--- config.mk ---
export PLATFORM = sky130hd
export DESIGN_NAME = regfile_access_sequencer
export DESIGN_NICKNAME = d
export VERILOG_FILES = /design/src/rtl/regfile_access_sequencer_pkg.sv /design/src/rtl/regfile_access_sequencer.sv
export SDC_FILE = /design/constraint.sdc
export NUM_CORES = 1
export LEC_CHECK = 0
export ABC_AREA = 1
export ABC_CLOCK_PERIOD_IN_PS = 2600
export BUFFER_PORTS_ARGS = -buffer_cell sky130_fd_sc_hd__buf_2
export CORE_ASPECT_RATIO = 0.6
export CORE_MARGIN = 2
export CORE_UTILIZATION = 50
export DETAILED_ROUTE_END_ITERATION = 6
export GPL_TIMING_DRIVEN = 1
export HOLD_SLACK_MARGIN = 0.06
export PLACE_DENSITY = 0.81
export SLEW_MARGIN = 15
export SYNTH_ARGS = -nofsm -noshare
export SYNTH_HDL_FRONTEND = slang
export SYNTH_SLANG_ARGS = --single-unit
export TNS_END_PERCENT = 5
--- constraint.sdc ---
create_clock -name clk -period 2.6 [get_ports clk]
set_input_delay 0 -clock clk [delete_from_list [all_inputs] [get_ports clk]]
set_output_delay 0 -clock clk [all_outputs]
set_load 0.02 [all_outputs]
--- src/rtl/regfile_access_sequencer_pkg.sv ---
`default_nettype none
// ============================================================================
// Module  : regfile_access_sequencer_pkg
// Brief   : Shared register-file port mode codes, sequencer state encoding
//           and the state-ordering helper for regfile_access_sequencer.
// Revision: 1.0 - initial release
// ============================================================================
package regfile_access_sequencer_pkg;

    // Register-file port modes
    localparam logic [1:0] c_mode_nop = 2'b00;
    localparam logic [1:0] c_mode_in  = 2'b01;  // write data_in into sel
    localparam logic [1:0] c_mode_out = 2'b10;  // read sel onto data_out

    typedef enum logic [2:0] {
        ST_IDLE = 3'd0,
        ST_WR   = 3'd1,
        ST_RD_A = 3'd2,
        ST_RD_B = 3'd3,
        ST_CAP  = 3'd4,
        ST_RESP = 3'd5
    } seq_state_t;

    // Fixed walk IDLE->WR->RD_A->RD_B->CAP->RESP, skipping what the bundle
    // does not request; CAP only follows an issued read.
    function automatic seq_state_t seq_next(input seq_state_t cur,
                                            input logic wr,
                                            input logic rd_a,
                                            input logic rd_b);
        seq_state_t nxt;
        nxt = ST_IDLE;
        case (cur)
            ST_IDLE: nxt = wr   ? ST_WR   : rd_a ? ST_RD_A : rd_b ? ST_RD_B : ST_RESP;
            ST_WR:   nxt = rd_a ? ST_RD_A : rd_b ? ST_RD_B : ST_RESP;
            ST_RD_A: nxt = rd_b ? ST_RD_B : ST_CAP;
            ST_RD_B: nxt = ST_CAP;
            ST_CAP:  nxt = ST_RESP;
            default: nxt = ST_IDLE;
        endcase
        return nxt;
    endfunction

    // Port mode driven while in a given state
    function automatic logic [1:0] seq_mode(input seq_state_t st);
        logic [1:0] m;
        m = c_mode_nop;
        case (st)
            ST_WR:           m = c_mode_in;
            ST_RD_A, ST_RD_B: m = c_mode_out;
            default:         m = c_mode_nop;
        endcase
        return m;
    endfunction

endpackage
`default_nettype wire

--- src/rtl/regfile_access_sequencer.sv ---
`default_nettype none
// ============================================================================
// Module  : regfile_access_sequencer
// Brief   : Serialises one decode access bundle (optional write-back, up to
//           two operand reads) onto the single register-file port and returns
//           both operands in one response.
// Revision: 1.0 - initial release
// ============================================================================
module regfile_access_sequencer
    import regfile_access_sequencer_pkg::*;
#(
    parameter int WIDTH  = 16,
    parameter int ADDR_W = 6
) (
    input  logic              clk,
    input  logic              clear,
    input  logic              req_valid,
    output logic              req_ready,
    input  logic              req_wr,
    input  logic              req_rd_a,
    input  logic              req_rd_b,
    input  logic [ADDR_W-1:0] req_sel_d,
    input  logic [ADDR_W-1:0] req_sel_a,
    input  logic [ADDR_W-1:0] req_sel_b,
    input  logic [WIDTH-1:0]  req_wdata,
    output logic              rsp_valid,
    input  logic              rsp_ready,
    output logic [WIDTH-1:0]  rsp_op_a,
    output logic [WIDTH-1:0]  rsp_op_b,
    output logic [ADDR_W-1:0] rf_sel,
    output logic [1:0]        rf_mode,
    output logic [WIDTH-1:0]  rf_wdata,
    input  logic [WIDTH-1:0]  rf_rdata
);

    seq_state_t        r_state;
    logic              r_rd_a;
    logic              r_rd_b;
    logic [ADDR_W-1:0] r_sel_a;
    logic [ADDR_W-1:0] r_sel_b;

    // WR can only follow IDLE, so the write-back target and data are taken
    // straight from the request; read fields are latched for later states.
    logic              w_is_idle;
    logic              w_rd_a;
    logic              w_rd_b;
    logic [ADDR_W-1:0] w_sel_a;
    logic [ADDR_W-1:0] w_sel_b;
    logic              w_advance;
    seq_state_t        w_next;

    assign w_is_idle = (r_state == ST_IDLE);
    assign w_rd_a    = w_is_idle ? req_rd_a  : r_rd_a;
    assign w_rd_b    = w_is_idle ? req_rd_b  : r_rd_b;
    assign w_sel_a   = w_is_idle ? req_sel_a : r_sel_a;
    assign w_sel_b   = w_is_idle ? req_sel_b : r_sel_b;
    assign w_next    = seq_next(r_state, req_wr, w_rd_a, w_rd_b);

    // IDLE waits for a bundle, RESP for the consumer; every other state lasts one cycle
    always_comb begin
        w_advance = 1'b1;
        case (r_state)
            ST_IDLE: w_advance = req_valid;
            ST_RESP: w_advance = rsp_ready;
            default: w_advance = 1'b1;
        endcase
    end

    // Sequencer state, latched bundle, operand capture and registered port outputs
    always_ff @(posedge clk or posedge clear) begin
        if (clear) begin
            r_state   <= ST_IDLE;
            r_rd_a    <= 1'b0;
            r_rd_b    <= 1'b0;
            r_sel_a   <= '0;
            r_sel_b   <= '0;
            req_ready <= 1'b1;
            rsp_valid <= 1'b0;
            rsp_op_a  <= '0;
            rsp_op_b  <= '0;
            rf_sel    <= '0;
            rf_mode   <= c_mode_nop;
            rf_wdata  <= '0;
        end else begin
            if (w_is_idle && req_valid) begin
                r_rd_a   <= req_rd_a;
                r_rd_b   <= req_rd_b;
                r_sel_a  <= req_sel_a;
                r_sel_b  <= req_sel_b;
                rsp_op_a <= '0;
                rsp_op_b <= '0;
            end

            // Read data trails its Out cycle by one: A lands during RD_B,
            // the final read lands during CAP.
            if (r_state == ST_RD_B && r_rd_a) begin
                rsp_op_a <= rf_rdata;
            end
            if (r_state == ST_CAP) begin
                if (r_rd_b) begin
                    rsp_op_b <= rf_rdata;
                end else begin
                    rsp_op_a <= rf_rdata;
                end
            end

            if (w_advance) begin
                r_state   <= w_next;
                rf_mode   <= seq_mode(w_next);
                req_ready <= (w_next == ST_IDLE);
                rsp_valid <= (w_next == ST_RESP);
                case (w_next)
                    ST_WR: begin
                        rf_sel   <= req_sel_d;
                        rf_wdata <= req_wdata;
                    end
                    ST_RD_A: rf_sel <= w_sel_a;
                    ST_RD_B: rf_sel <= w_sel_b;
                    default: ;
                endcase
            end
        end
    end

endmodule
`default_nettype wire
==> results.sh, run 1 <==
export IMPL_status="finished, final reports clean"
export IMPL_clockBufferDepth=2
export IMPL_layout_common_cells="nand2_1, buf_2, dfrtp_1"
export IMPL_skew_ns=0.00862
export IMPL_yosysSeqAreaShare_pct=54.7
export IMPL_worstSetupStartpointType="register"
export IMPL_synth_avg_cell_area_um2=8.20
export IMPL_reg2reg_depth=10
export IMPL_clkPwrFrac_pct=19.2
export IMPL_cts_sinks=75
export IMPL_vias_per_cell=4.97
export IMPL_clkLatencyLatePin_ns=0.33
export IMPL_crit_chain="nor2_4, nand2_2, nand2_1, nand3_1, nand3_1, nand2_1, nand3_1, nand3_1, nand2_1, nand2_1"
export IMPL_ys_warn_count=0
export IMPL_grt_pass1_wl_um=15200
export IMPL_hold_class="input port to register"
export IMPL_hold_end="rf_sel[2]$_DFFE_PP0P_"
export IMPL_dp_final_hpwl_um=6160
export IMPL_cts_tree="built"
export IMPL_gp_congestion=0.853
export IMPL_r2r_slack_ns=0.58
export IMPL_grt_pass1_vias=3286
export IMPL_cp_max_fo=7
export IMPL_cp_num_buf_inv=0
export IMPL_drv_cap=0
export IMPL_numPortBuffers=114
export IMPL_power_frac_comb_pct=49.2
export IMPL_firstDrtPassIters=5
export IMPL_finalSetupViolations=0
export IMPL_rsz0062_at_grt="no"
export IMPL_finalMaxSlewViolations=0
export IMPL_grt_ovfl_total=0
export IMPL_num_rows=23
export IMPL_grt_use_total_pct=25.2
export IMPL_cts_htree_levels=3
export IMPL_grt_max_degree=61
export IMPL_cts_clk_slew_worst_paths_ns=0.06
export IMPL_drive_gt1_share_pct=26.7
export IMPL_tightest_slew_ns=0.673
export IMPL_cts_resized=0
export IMPL_min_period_ns=2.02
export IMPL_r2r_start="r_state[0]$_DFFE_PP0P_"
export IMPL_die_width_um=111
export IMPL_p_sw_uw=2870
export IMPL_reg2reg_to="rf_sel[2]$_DFFE_PP0P_"
export IMPL_die_area_um2=7570
export IMPL_root_buffer="clkbuf_16"
export IMPL_max_clock_freq_ghz=0.495
export IMPL_coreArea_um2=6650
export IMPL_tns_ns=0
export IMPL_required_ns=2.81
export IMPL_placed_cell_area_um2=4080
export IMPL_synth_cell_types=24
export IMPL_intPower_uw=3430
export IMPL_cp_data_arrival_time_ns=2.23
export IMPL_diodes=0
export IMPL_start_util_pct=51.7
export IMPL_critPathTopFamily="simple AND/OR/NAND/NOR gates"
export IMPL_synth_fp_nets=476
export IMPL_min_from="req_sel_d[2]"
export IMPL_hold_viol=0
export IMPL_cellLeakagePower_uw=0.00266
export IMPL_antenna_found_initial=0
export IMPL_switching_share_pct=45.6
export IMPL_hold_path_cell_count=5
export IMPL_slew_headroom_pct=55.1
export IMPL_cts_buffers=9
export IMPL_die_h_um=68.2
export IMPL_drtIter0Drc=240
export IMPL_vias=3351
export IMPL_final_common_cell="nand2_1"
export IMPL_end_kind="register"
export IMPL_synthCells=419
export IMPL_wl_per_cell_um=13.8
export IMPL_crit_type="register to register"
export IMPL_yosys_register_bits=75
export IMPL_pwr_share_seq_pct=31.6
export IMPL_p_total_uw=6300
export IMPL_slowest_delay_ns=0.45
export IMPL_peakVddDrop_uv=688
export IMPL_postLayoutCellArea_um2=4900
export IMPL_syn_area_um2=3430
export IMPL_crit_slowest_cell="dfrtp_1"
export IMPL_drc=0
export IMPL_final_nets=640
export IMPL_hold_slack_ns=0.0745
export IMPL_drt_total_wl_um=9270
export IMPL_power_density_nw_per_um2=1290
export IMPL_io_pins=115
export IMPL_period_share_pct=77.8
export IMPL_ant_nets=0
export IMPL_area_delta_synth_final_pct=42.6
[how the worst max path moves through the flow]
| stage | to | cells past startpoint | start | slack (ns) |
|---|---|---|---|---|
| 2_1_floorplan | r_rd_a$_DFFE_PP0P_ | 1 | clear | 0.69 |
| 3_3_place_gp | rf_wdata[14]$_DFFE_PP0P_ | 10 | r_state[0]$_DFFE_PP0P_ | 0.75 |
| 3_5_place_dp | rf_wdata[1]$_DFFE_PP0P_ | 10 | r_state[0]$_DFFE_PP0P_ | 0.61 |
| 4_1_cts | rf_wdata[5]$_DFFE_PP0P_ | 10 | r_state[0]$_DFFE_PP0P_ | 0.59 |
| 5_1_grt | rf_wdata[5]$_DFFE_PP0P_ | 10 | r_state[0]$_DFFE_PP0P_ | 0.37 |
| 6_report | rf_sel[2]$_DFFE_PP0P_ | 10 | r_state[0]$_DFFE_PP0P_ | 0.58 |
[tightest hold or removal path, stage by stage]
cell and delay [ns]:
buf_2 0.08, nand2_1 0.06, nand3_1 0.10, nand2_1 0.06
nand2_1 0.06
[layer usage]
metal / track usage (%) / vias to the layer above / wire length [um]
met4: 6.09 / 0 / 68
met5: 0 / - / 0
met1: 33.4 / 1564 / 4310
met3: 7.00 / 12 / 524
li1: - / 1657 / -
met2: 42.3 / 118 / 4370
[through the flow]
stage	cells	setup WS [ns]	util (%)
global route	674	0.365	73.7
floorplan	419	0.692	-
finish	674	0.578	73.7
detailed placement	607	0.612	61.4
CTS	674	0.589	73.7
global placement	607	0.751	61.4
[flip-flops by register name (all words and copies together) (netlist names)]
signal / cells
rsp_valid: 1
r_rd_b: 1
rf_wdata: 16
rsp_op_b: 16
r_sel_a: 6
rsp_op_a: 16
r_rd_a: 1
rf_sel: 6
req_ready: 1
r_sel_b: 6
r_state: 3
rf_mode: 2
[what timing repair did]
action                                 in CTS  in global routing
setup buffers                               0                  0
setup endpoints to repair                   0                  0
endpoints found under the hold margin      96                  0
hold buffers                               52                  0
[cells in the mapped netlist]
cell type	number	share of area, %
nand4_1	3	0.55
buf_4	2	0.44
inv_4	1	0.18
nor2_2	3	0.55
o21ai_0	64	9.3
clkbuf_1	14	1.5
nand3_4	3	1.5
dfstp_2	1	0.77
inv_2	3	0.33
buf_6	2	0.66
nor2_1	5	0.55
nor2_8	1	0.58
dfrtp_1	74	54
nand2_1	149	16
inv_1	39	4.3
a21oi_1	1	0.15
or2_2	1	0.18
nand2_2	7	1.3
buf_2	1	0.15
nor2_4	1	0.33
o32ai_1	1	0.26
nor3_1	1	0.15
clkinv_1	1	0.11
nand3_1	41	6.0
[power by group through the flow]
stage / clock network, uW / registers [uW] / logic, uW
after CTS: 1240 / 1990 / 3090
after floorplan: 0 / 2400 / 1770
after global placement: 0 / 1970 / 2910
after detailed placement: 0 / 1990 / 3020
after global routing: 1290 / 2050 / 3460
final: 1210 / 1990 / 3100
[area by class of cell]
type	instances	area [um2]
multi-input cells	281	1300
clock buffers	10	229
inverters	44	168
well taps	87	109
fillers	491	1750
flip-flops and latches	75	1880
repair buffers	172	1150
clock inverters	5	63.8
[cells by family after synthesis]
group                  synth area share (%)
AND/OR/NAND/NOR                        27.9
flip-flops                             54.7
AO/OA/AOI/OAI                          9.73
buffers and inverters                  7.65
Power figures use the tool's default switching activity.
==> run 2: changes to the inputs <==
Settings changed: ABC_CLOCK_PERIOD_IN_PS 2600 to 2050.
Clock period 2.6 ns to 2.05 ns, I/O delays scaled along.
==> run 2 against run 1 <==
Core utilization rose by 1.8 points. Clock power rose by 38%. Critical path depth did not move. Largest power group unchanged. Worst setup slack got worse by 0.43 ns. Count of clock-buffer cells in the layout did not move. Final area rose by 2.4%. Combinational power rose by 35%. Flip-flop and latch count did not move. Global-route usage rose by 0.25 points. Die area did not move. First-iteration DRC count rose by 17%.
==> results.sh, run 2 (synthesized netlist as in run 1, its figures left out) <==
export IMPL_n_fill_cell=469
export IMPL_cp_max_fo=6
export IMPL_drc=0
export IMPL_peakVddDrop_uv=924
export IMPL_cts_sinks=75
export IMPL_finalSetupViolations=0
export IMPL_postLayoutCellArea_um2=5020
export IMPL_slowest_delay_ns=0.46
export IMPL_clockBufferDepth=2
export IMPL_pwr_share_seq_pct=30.2
export IMPL_clkLatencyLatePin_ns=0.32
export IMPL_area_delta_synth_final_pct=46.0
export IMPL_diodes=0
export IMPL_intPower_uw=4670
export IMPL_vias=3442
export IMPL_layout_common_cells="nand2_1, buf_2, dfrtp_1"
export IMPL_gp_congestion=0.861
export IMPL_cp_num_buf_inv=2
export IMPL_power_frac_comb_pct=49.9
export IMPL_hold_viol=0
export IMPL_end_kind="register"
export IMPL_drtIter0Drc=281
export IMPL_worstSetupStartpointType="register"
export IMPL_finalMaxSlewViolations=0
export IMPL_placed_cell_area_um2=4110
export IMPL_utilization_pct=75.5
export IMPL_start_util_pct=51.7
export IMPL_cts_clk_slew_worst_paths_ns=0.06
export IMPL_cts_htree_levels=3
export IMPL_min_period_ns=1.90
export IMPL_grt_pass1_vias=3254
export IMPL_coreArea_um2=6650
export IMPL_die_area_um2=7570
export IMPL_skew_ns=0.00362
export IMPL_firstDrtPassIters=5
export IMPL_die_width_um=111
export IMPL_antenna_found_initial=0
export IMPL_critPathTopFamily="simple AND/OR/NAND/NOR gates"
export IMPL_drive_gt1_share_pct=28.2
export IMPL_power_density_nw_per_um2=1670
export IMPL_status="finished, final reports clean"
export IMPL_dp_final_hpwl_um=6070
export IMPL_period_share_pct=92.7
export IMPL_drt_total_wl_um=9320
export IMPL_cts_buffers=9
export IMPL_crit_type="register to register"
export IMPL_wl_per_cell_um=13.6
export IMPL_r2r_slack_ns=0.15
export IMPL_reg2reg_depth=10
export IMPL_cellLeakagePower_uw=0.00273
export IMPL_grt_max_degree=61
export IMPL_drv_cap=0
export IMPL_grt_pass1_wl_um=15300
export IMPL_largestRegisters="rf_wdata: 16 flops, rsp_op_a: 16 flops, rsp_op_b: 16 flops"
export IMPL_switching_share_pct=44.2
export IMPL_grt_ovfl_total=0
export IMPL_cts_tree="built"
export IMPL_r2r_start="r_state[0]$_DFFE_PP0P_"
export IMPL_slew_headroom_pct=62.6
export IMPL_reg2reg_to="rf_sel[0]$_DFFE_PP0P_"
export IMPL_grt_use_total_pct=25.5
export IMPL_final_nets=649
export IMPL_vias_per_cell=5.04
export IMPL_clkPwrFrac_pct=20.0
export IMPL_cp_data_arrival_time_ns=2.16
export IMPL_tightest_slew_ns=0.561
export IMPL_die_h_um=68.2
export IMPL_ant_nets=0
export IMPL_numPortBuffers=114
export IMPL_crit_top_cell="nand2_1"
export IMPL_io_pins=115
export IMPL_num_rows=23
export IMPL_p_sw_uw=3690
export IMPL_max_clock_freq_ghz=0.526
export IMPL_required_ns=2.31
export IMPL_crit_slowest_cell="dfrtp_1"
export IMPL_hold_class="input port to async pin"
export IMPL_crit_chain="nor2_4, buf_4, nand3_1, nand3_1, nand4_1, nor2_2, inv_2, nand2_1, nand2_1, nand2_1"
export IMPL_root_buffer="clkbuf_16"
export IMPL_final_common_cell="nand2_1"
## run 2: worst max-delay path by stage
stage / cells past startpoint / slack (ns) / endpoint / from
after floorplan: 1 / 0.14 / r_rd_a$_DFFE_PP0P_ / clear
after global placement: 9 / 0.19 / rf_wdata[5]$_DFFE_PP0P_ / r_state[2]$_DFFE_PP0P_
after detailed placement: 10 / 0.07 / rf_wdata[6]$_DFFE_PP0P_ / r_state[0]$_DFFE_PP0P_
after CTS: 10 / 0.05 / rf_wdata[9]$_DFFE_PP0P_ / r_state[0]$_DFFE_PP0P_
after global routing: 10 / -0.01 / rf_sel[3]$_DFFE_PP0P_ / r_state[0]$_DFFE_PP0P_
final: 10 / 0.15 / rf_sel[0]$_DFFE_PP0P_ / r_state[0]$_DFFE_PP0P_
## run 2: worst reg2reg max path: stages, from the launching register on
cell     delay [ns]
dfrtp_1        0.46
nor2_4         0.16
buf_4          0.14
nand3_1        0.08
nand3_1        0.14
nand4_1        0.21
nor2_2         0.26
inv_2          0.04
nand2_1        0.18
nand2_1        0.09
nand2_1        0.08
## run 2: stage by stage
| stage | hold WS, ns | cells | setup TNS, ns | worst slack (ns) | power [uW] |
|---|---|---|---|---|---|
| floorplan | 0.117 | 419 | 0 | 0.142 | 5290 |
| global placement | 0.0102 | 610 | 0 | 0.192 | 6220 |
| detailed placement | 0.0119 | 610 | 0 | 0.0747 | 6370 |
| CTS | 0.205 | 678 | 0 | 0.0525 | 8160 |
| global route | 0.254 | 683 | -0.0137 | -0.0137 | 8980 |
| finish | 0.204 | 683 | 0 | 0.150 | 8360 |
## run 2: area by class of cell
type	instances	area, um2	area share (%)
Sequential cell	75	1880	37.4
Multi-Input combinational cell	281	1310	26.2
Timing Repair Buffer	181	1230	24.5
Clock buffer	10	239	4.76
Inverter	44	168	3.34
Tap cell	87	109	2.17
Clock inverter	5	77.6	1.55
## run 2: power by group through the flow
| stage | logic (uW) | registers (uW) | clock network (uW) |
|---|---|---|---|
| floorplan | 2250 | 3050 | 0 |
| global placement | 3730 | 2490 | 0 |
| detailed placement | 3860 | 2510 | 0 |
| CTS | 3960 | 2500 | 1700 |
| global route | 4650 | 2590 | 1750 |
| finish | 4170 | 2520 | 1670 |
## run 2: per-layer routing
layer  GRT usage [%]  vias up  part of all wire (%)
met2            44.2      127                    48
met1            33.1     1634                    46
met5               0        -                     0
met4            5.94        0                  0.38
met3            6.47        4                   6.3
li1                -     1677                     -
## run 2: what timing repair did
| action | CTS | global route |
|---|---|---|
| buffers inserted | 0 | 5 |
| endpoints found under the setup margin | 0 | 23 |
| resized for setup | 0 | 3 |
| endpoints found under the hold margin | 120 | 0 |
| hold buffers | 53 | 0 |
